[config.mk]
export PLATFORM = sky130hd
export DESIGN_NAME = neuron_mac_engine_flat
export DESIGN_NICKNAME = d
export VERILOG_FILES = /design/src/rtl/neuron_mac_engine_if.sv /design/src/rtl/neuron_mac_engine.sv /design/src/flat_wrapper.sv
export SDC_FILE = /design/constraint.sdc
export NUM_CORES = 1
export LEC_CHECK = 0
export ABC_AREA = 1
export CAP_MARGIN = 20
export CORE_ASPECT_RATIO = 2
export CORE_UTILIZATION = 33
export DETAILED_ROUTE_END_ITERATION = 8
export SYNTH_ARGS = -nofsm -noshare
export SYNTH_HDL_FRONTEND = slang
export SYNTH_SLANG_ARGS = --single-unit
[constraint.sdc]
create_clock -name clk -period 8 [get_ports clk]
set_input_delay 2.4 -clock clk [delete_from_list [all_inputs] [get_ports clk]]
set_output_delay 2.4 -clock clk [all_outputs]
set_load 0.1 [all_outputs]
[src/rtl/neuron_mac_engine_if.sv]
// Beat/result bundle between the memory read sequencer and neuron_mac_engine.
interface neuron_mac_engine_if #(
    parameter int DATA_WIDTH       = 24,
    parameter int Weight_Percision = 5,
    parameter int ACC_W            = 42
);
    logic                        start;
    logic [DATA_WIDTH-1:0]       b;
    logic                        in_valid;
    logic [DATA_WIDTH-1:0]       x;
    logic [Weight_Percision-1:0] w;
    logic                        last;
    logic                        in_ready;
    logic                        busy;
    logic                        result_valid;
    logic                        cat_out;
    logic [ACC_W-1:0]            acc_out;
    logic                        overrun;

    // A beat (x, w, last) transfers on a rising edge where in_valid & in_ready;
    // the master holds the beat stable until that edge, and in_valid carries no
    // meaning while in_ready is low.
    modport master (
        output start, b, in_valid, x, w, last,
        input  in_ready, busy, result_valid, cat_out, acc_out, overrun
    );

    modport slave (
        input  start, b, in_valid, x, w, last,
        output in_ready, busy, result_valid, cat_out, acc_out, overrun
    );
endinterface

[src/rtl/neuron_mac_engine.sv]
// Bias-preloaded signed multiply-accumulate with a registered cat/no-cat decision.
// Define NEURON_MAC_PIPE_EN to register the product before the adder (adds PIPE_FLUSH).
module neuron_mac_engine #(
    parameter int DATA_WIDTH       = 24,
    parameter int Addr_Depth       = 12,
    parameter int Weight_Percision = 5,
    parameter int ACC_W            = DATA_WIDTH + Weight_Percision + Addr_Depth + 1
) (
    input  logic               clk,
    input  logic               rst,
    neuron_mac_engine_if.slave bus,
    output logic [1:0]         dbg_state
);
    localparam int PROD_W = DATA_WIDTH + Weight_Percision + 1;
    localparam logic [Addr_Depth-1:0] CNT_ONE = {{(Addr_Depth-1){1'b0}}, 1'b1};

`ifdef NEURON_MAC_PIPE_EN
    typedef enum logic [1:0] {IDLE = 2'd0, ACCUM = 2'd1, DONE = 2'd2, PIPE_FLUSH = 2'd3} state_t;
`else
    typedef enum logic [1:0] {IDLE = 2'd0, ACCUM = 2'd1, DONE = 2'd2} state_t;
`endif

    state_t                  state_q;
    logic signed [ACC_W-1:0] acc_q;
    logic [Addr_Depth-1:0]   cnt_q;
    logic                    in_ready_q;
    logic                    busy_q;
    logic                    result_valid_q;
    logic                    cat_out_q;
    logic [ACC_W-1:0]        acc_out_q;
    logic                    overrun_q;

    logic signed [PROD_W-1:0] x_ext;
    logic signed [PROD_W-1:0] w_ext;
    logic signed [PROD_W-1:0] prod;
    logic signed [ACC_W-1:0]  prod_ext;
    logic signed [ACC_W-1:0]  bias_ext;
    logic                     accept;
    logic                     term;

`ifdef NEURON_MAC_PIPE_EN
    logic signed [PROD_W-1:0] prod_q;
    logic signed [ACC_W-1:0]  prod_q_ext;
`endif

    // Pixel is unsigned: zero-extend it so the signed multiply never sees a sign bit.
    always_comb begin
        x_ext    = $signed({{(Weight_Percision + 1){1'b0}}, bus.x});
        w_ext    = $signed({{(PROD_W - Weight_Percision){bus.w[Weight_Percision-1]}}, bus.w});
        prod     = x_ext * w_ext;
        prod_ext = {{(ACC_W - PROD_W){prod[PROD_W-1]}}, prod};
        bias_ext = {{(ACC_W - DATA_WIDTH){bus.b[DATA_WIDTH-1]}}, bus.b};
        accept   = bus.in_valid & in_ready_q;
        // The all-ones count marks the N_MAX-th beat, which ends the run even without last.
        term     = accept & (bus.last | (cnt_q == {Addr_Depth{1'b1}}));
    end

`ifdef NEURON_MAC_PIPE_EN
    always_comb begin
        prod_q_ext = {{(ACC_W - PROD_W){prod_q[PROD_W-1]}}, prod_q};
    end
`endif

    always_ff @(posedge clk or negedge rst) begin
        if (!rst) begin
            state_q        <= IDLE;
            acc_q          <= '0;
            cnt_q          <= '0;
            in_ready_q     <= 1'b0;
            busy_q         <= 1'b0;
            result_valid_q <= 1'b0;
            cat_out_q      <= 1'b0;
            acc_out_q      <= '0;
            overrun_q      <= 1'b0;
`ifdef NEURON_MAC_PIPE_EN
            prod_q         <= '0;
`endif
        end else begin
            result_valid_q <= 1'b0;
            case (state_q)
                IDLE: begin
                    if (bus.start) begin
                        state_q    <= ACCUM;
                        acc_q      <= bias_ext;
                        cnt_q      <= '0;
                        overrun_q  <= 1'b0;
                        in_ready_q <= 1'b1;
                        busy_q     <= 1'b1;
`ifdef NEURON_MAC_PIPE_EN
                        prod_q     <= '0;
`endif
                    end
                end
                ACCUM: begin
`ifdef NEURON_MAC_PIPE_EN
                    // Gaps load a zero product, so the add can run every cycle.
                    acc_q  <= acc_q + prod_q_ext;
                    prod_q <= accept ? prod : '0;
`else
                    if (accept) acc_q <= acc_q + prod_ext;
`endif
                    if (accept) cnt_q <= cnt_q + CNT_ONE;
                    if (term) begin
                        in_ready_q <= 1'b0;
                        overrun_q  <= ~bus.last;
`ifdef NEURON_MAC_PIPE_EN
                        state_q    <= PIPE_FLUSH;
`else
                        state_q    <= DONE;
`endif
                    end
                end
`ifdef NEURON_MAC_PIPE_EN
                PIPE_FLUSH: begin
                    acc_q   <= acc_q + prod_q_ext;
                    prod_q  <= '0;
                    state_q <= DONE;
                end
`endif
                DONE: begin
                    result_valid_q <= 1'b1;
                    acc_out_q      <= acc_q;
                    cat_out_q      <= ~acc_q[ACC_W-1] & (acc_q != '0);
                    busy_q         <= 1'b0;
                    state_q        <= IDLE;
                end
                default: begin
                    state_q    <= IDLE;
                    in_ready_q <= 1'b0;
                    busy_q     <= 1'b0;
                end
            endcase
        end
    end

    assign bus.in_ready     = in_ready_q;
    assign bus.busy         = busy_q;
    assign bus.result_valid = result_valid_q;
    assign bus.cat_out      = cat_out_q;
    assign bus.acc_out      = acc_out_q;
    assign bus.overrun      = overrun_q;
    assign dbg_state        = state_q;
endmodule

[src/flat_wrapper.sv]
// flat-port wrapper written by rule: the top's interface ports become plain ports
module neuron_mac_engine_flat 
#(
    parameter int DATA_WIDTH       = 24,
    parameter int Addr_Depth       = 12,
    parameter int Weight_Percision = 5,
    parameter int ACC_W            = DATA_WIDTH + Weight_Percision + Addr_Depth + 1
)
  (clk, rst, dbg_state, bus_start, bus_b, bus_in_valid, bus_x, bus_w, bus_last, bus_in_ready, bus_busy, bus_result_valid, bus_cat_out, bus_acc_out, bus_overrun);
  neuron_mac_engine_if #(.DATA_WIDTH(DATA_WIDTH), .Weight_Percision(Weight_Percision), .ACC_W(ACC_W)) bus_i ();
  input  logic clk;
  input  logic rst;
  output logic [1:0] dbg_state;
  input wire logic [$bits(bus_i.start)-1:0] bus_start;
  input wire logic [$bits(bus_i.b)-1:0] bus_b;
  input wire logic [$bits(bus_i.in_valid)-1:0] bus_in_valid;
  input wire logic [$bits(bus_i.x)-1:0] bus_x;
  input wire logic [$bits(bus_i.w)-1:0] bus_w;
  input wire logic [$bits(bus_i.last)-1:0] bus_last;
  output wire logic [$bits(bus_i.in_ready)-1:0] bus_in_ready;
  output wire logic [$bits(bus_i.busy)-1:0] bus_busy;
  output wire logic [$bits(bus_i.result_valid)-1:0] bus_result_valid;
  output wire logic [$bits(bus_i.cat_out)-1:0] bus_cat_out;
  output wire logic [$bits(bus_i.acc_out)-1:0] bus_acc_out;
  output wire logic [$bits(bus_i.overrun)-1:0] bus_overrun;
  assign bus_i.start = bus_start;
  assign bus_i.b = bus_b;
  assign bus_i.in_valid = bus_in_valid;
  assign bus_i.x = bus_x;
  assign bus_i.w = bus_w;
  assign bus_i.last = bus_last;
  assign bus_in_ready = bus_i.in_ready;
  assign bus_busy = bus_i.busy;
  assign bus_result_valid = bus_i.result_valid;
  assign bus_cat_out = bus_i.cat_out;
  assign bus_acc_out = bus_i.acc_out;
  assign bus_overrun = bus_i.overrun;
  neuron_mac_engine #(.DATA_WIDTH(DATA_WIDTH), .Addr_Depth(Addr_Depth), .Weight_Percision(Weight_Percision), .ACC_W(ACC_W)) u_core (.clk(clk), .rst(rst), .bus(bus_i), .dbg_state(dbg_state));
endmodule
======== After elaboration in Yosys (flattened, before gate mapping) ========
Index checks and enable logic that the tools add are counted.
word-level totals
  register bits after elaboration ......... 103
  input port bits ......................... 58
operators by class
  add/subtract/negate cells ............... 2
  multiply operators ...................... 1
  equal/unequal tests ..................... 6
  muxes and demuxes ....................... 17
  bitwise operators ....................... 8
  reductions and logical operators ........ 8
operator list
  operator                                                                number
  42-bit two-way mux                                                      2
  42-bit one-hot mux with 2 select lines                                  1
  42-bit by 30-bit adder with 42-bit output                               1
  42-bit nonzero test                                                     1
  25-bit by 5-bit multiplier with 30-bit output                           1
  12-bit two-way mux                                                      2
  12-bit one-hot mux with 2 select lines                                  1
  12-bit by 1-bit adder with 12-bit output (second input constant)        1
  12-bit equality test (second input constant)                            1
  3-bit AND reduction                                                     3
  1-bit two-way mux                                                       5
  2-bit two-way mux                                                       2
  2-bit by 1-bit != test with 1-bit output (second input constant)        2
  1-bit inverter                                                          4
  1-bit one-hot mux with 2 select lines                                   2
  2-bit one-hot mux with 2 select lines                                   1
  2-bit AND reduction                                                     2
  1-bit AND                                                               3
  1-bit one-hot mux with 3 select lines                                   1
  2-bit by 1-bit equality test with 1-bit output (second input constant)  1
  2-bit equality test (second input constant)                             1
  2-bit logical NOT                                                       1
  2-bit != test (second input constant)                                   1
  2-bit nonzero test                                                      1
  1-bit OR                                                                1

======== Depth between registers and ports, before layout ========
  word-level depth ........................ 5
  gate-level depth with buffers ........... 25
  gate-level depth less buffers ........... 24

======== Worst setup path after synthesis ========
No wires, ideal clock.
  path type ............................... in2reg
  start ................................... input port bus_w[4]
  end ..................................... register u_core.acc_q[27]
  data arrival time ....................... 6.212 ns
  path slack .............................. 1.660 ns
  stages on the path ...................... 21
  path buffers ............................ 0
  path through ............................ inv_1 -> or2_2 -> fa_1 -> fa_1 -> inv_1 -> fa_1 -> inv_1 -> fa_1 -> fa_1 -> inv_1 -> nand3_1 -> nand3_1 -> nand2_1 -> nand3_1 -> nand2_1 -> nand2_1 -> nand2_1 -> nand2_1 -> nand2_1 -> nand3_1 -> a21oi_1
between the ends
  word-level cells in the longest chain between the ends .. 4
ends and longest elaborated chain
  item                                           line                      source
  start: declaration                             flat_wrapper.sv:18        input wire logic [$bits(bus_i.w)-1:0] bus_w;
  25-bit by 5-bit multiplier with 30-bit output  neuron_mac_engine.sv:50   prod = x_ext * w_ext;
  42-bit by 30-bit adder with 42-bit output      neuron_mac_engine.sv:100  if (accept) acc_q <= acc_q + prod_ext;
  42-bit two-way mux                             neuron_mac_engine.sv:100
  42-bit one-hot mux with 2 select lines         neuron_mac_engine.sv:80   case (state_q)
  end signal: assignment                         neuron_mac_engine.sv:84   acc_q <= bias_ext;
  end signal: assignment                         neuron_mac_engine.sv:100
  end: declaration                               neuron_mac_engine.sv:24   logic signed [ACC_W-1:0] acc_q;
No other way between the ends. The select of a mux whose other input is x is not followed.
A chain may end at the register's enable or synchronous reset.

======== Worst setup path in the final report ========
  start ................................... input port bus_w[2]
  end ..................................... register u_core.acc_q[19]
The elaborated chain is that of the path after synthesis.

==> reports/qor.csv <==
metric,value,unit
status,"complete, no violations",
fin_tns_setup,0,ns
diodes,0,
antenna_left,0,
crit_buf_inv,7,
root_buffer,clkbuf_16,
yosysSeqAreaShare,0.231,
io_pins,107,
drcViolationCount,0,
vias,9861,
critical_path_class,input pin to register,
vias_per_cell,4.72,
drtIter0Drc,377,
cts_tree,done,
synth_most_common_cell,nand2_1,
worst_ep_arrival_time,7.34,ns
drive_gt1_frac,0.0302,
yosys-top-cells-count,"428 x nand2_1, 359 x inv_1, 126 x nor2_1, 113 x ha_1, 103 x dfrtp_1",
skew,0.0158,ns
post_cts_resized,0,
wl_per_cell,16.5,µm
die_area,34500,µm²
synth.top_cell.area_share,0.231,
async_reset_ff_frac,1.00,
wirelength,34400,µm
period_share,0.887,
cpMostUsedCell,inv_1,
synth.net_count,1819,
clock_sinks,103,
fill_cells,3489,
antenna_found_initial,0,
fmax,141,MHz
startpoint_type,input pin,
cts_max_level,3,
synth-main-ff-cell,dfrtp_1,
grt-ovfl-total,0,
cp_cell_sequence,clkdlybuf4s50_1 -> buf_4 -> nand2_1 -> inv_1 -> fa_1 -> fa_1 -> inv_1 -> fa_1 -> inv_1 -> ha_1 -> ha_1 -> nand2_1 -> inv_1 -> a21oi_1 -> inv_1 -> a21oi_1 -> nand2_1 -> xor2_1 -> o21ai_0 -> o21ai_0,
gp_congestion,0.944,
nNetsFinal,1917,
postCtsHoldBufs,0,
multi_input_area,7060,µm²
grt_max_degree,69,
netlist_instances,1554,
ys_types,38,
cpPeakStageDelay,0.82,ns
grt.total_usage,0.210,
synth_seq_cells,103,
cts_buffers,9,
synth_largest_area_cell,dfrtp_1,
area_growth,17.0,%
avgSynthCellArea,7.17,µm²
grt_pass1_vias,10500,
dp_slack,0.451,ns
clkLatencyLatePin,0.40,ns
critPathMaxFanout,11,
hold_path.class,register to register,
fin_util,0.394,
setup_viol,0,
end_kind,register,
rsz0062_at_grt,false,
synth_edf_count,0,
tightest_slew,1.00,ns
grt_pass1_wl,54600,µm
dieHeight,262,µm
hpwl,28600,µm
r2r_setup_slack,3.56,ns
slew_headroom,0.329,
grt_use_met2,0.423,
worstPathRequired,8.24,ns
die_w,132,µm
timing_hold_violations_final,0,
register_area,2580,µm²
met1_usage,0.192,
maxCapViolations,0,
dr.pass1.iters,5,
crit_path_top_delay_cell,clkdlybuf4s50_1,
synth_area_leaders,"dfrtp_1 23%, fa_1 17%, nand2_1 14%",
core,33000,µm²
rows,94,
cp_top_family,adder cells,
synth_area,11100,µm²
start_util,0.337,
use_met3,0.0253,
worst_slack,0.900,ns
cts_setup_buffers,0,
min_period,7.10,ns
clk_pin_slew,0.08,ns
yosys_warnings,0,
io_buffers,106,
top_usage_layer,met2,
cts_buffer_depth,2,
slew_violations,0,
## through the flow
step	hold WS [ns]	cells	cell area [µm²]
floorplan	0.463	1554	11100
global placement	0.464	2072	12700
detailed placement	0.466	2072	12700
CTS	0.487	2088	13000
global route	0.512	2089	13000
finish	0.483	2089	13000
## layout by cell type, fill, tap and decap left out, types with 4 or more instances in the layout
master and instances:
ha_1 113, o21ai_0 71, nand2_1 428, nor3_1 8
a21oi_1 76, clkbuf_16 9, inv_2 5, a31oi_1 4
nand3_1 63, clkinv_8 4, nor4_1 4, nand4_1 9
buf_4 14, a22oi_1 7, dfrtp_1 103, o211ai_1 4
clkdlybuf4s50_1 105, nor2_1 126, o21bai_1 5, fa_1 94
xnor2_1 6, inv_1 359, xor2_1 11
## flip-flops by register name (all words and copies together), names as in the netlist
name / cells
u_core.acc_q: 42
u_core.bus.acc_out: 42
u_core.bus.busy: 1
u_core.bus.cat_out: 1
u_core.bus.in_ready: 1
u_core.bus.overrun: 1
u_core.bus.result_valid: 1
u_core.cnt_q: 12
u_core.dbg_state: 2
## kinds of logic (layout without fill, tap and decap cells)
logic type | Yosys count | count (layout) | synth area share
adder cells (fa/ha/maj) | 207 | 207 | 0.296
flip-flops | 103 | 103 | 0.231
XOR/XNOR | 17 | 17 | 0.0134
AND/OR/NAND/NOR | 652 | 652 | 0.238
AO/OA/AOI/OAI | 178 | 178 | 0.0866
buffers and inverters | 397 | 500 | 0.135
## tightest hold or removal path: stages, from the launching register on
cell,delay [ns]
dfrtp_1,0.35
nand2_1,0.05
o21ai_0,0.05
## metal layers
metal,up-vias,wire length (µm)
met5,-,0
met4,0,2320
met3,87,790
met2,190,19500
met1,4672,11800
li1,4912,-
## final timing paths
check,to,start,depth (start not counted)
setup / recovery,u_core.acc_q[19]$_DFFE_PN0P_,bus_w[2],20
hold / removal,u_core.bus.acc_out[14]$_DFFE_PN0P_,u_core.bus.acc_out[14]$_DFFE_PN0P_,2
setup reg to reg,u_core.acc_q[41]$_DFFE_PN0P_,u_core.acc_q[23]$_DFFE_PN0P_,17
hold reg to reg,u_core.bus.acc_out[14]$_DFFE_PN0P_,u_core.bus.acc_out[14]$_DFFE_PN0P_,2
max in group asynchronous,u_core.acc_q[28]$_DFFE_PN0P_,rst,2
min in group asynchronous,u_core.bus.acc_out[6]$_DFFE_PN0P_,rst,1
## cell type report
class                           count  share of cell area
Multi-Input combinational cell   1054               0.542
Sequential cell                   103               0.198
Inverter                          364               0.105
Timing Repair Buffer              120              0.0891
Tap cell                          432              0.0415
Clock buffer                        9              0.0173
Clock inverter                      7             0.00720
Power is left out: the tool's default activity adds up to more than one toggle a clock period on the data nets, which glitch-free logic cannot reach.
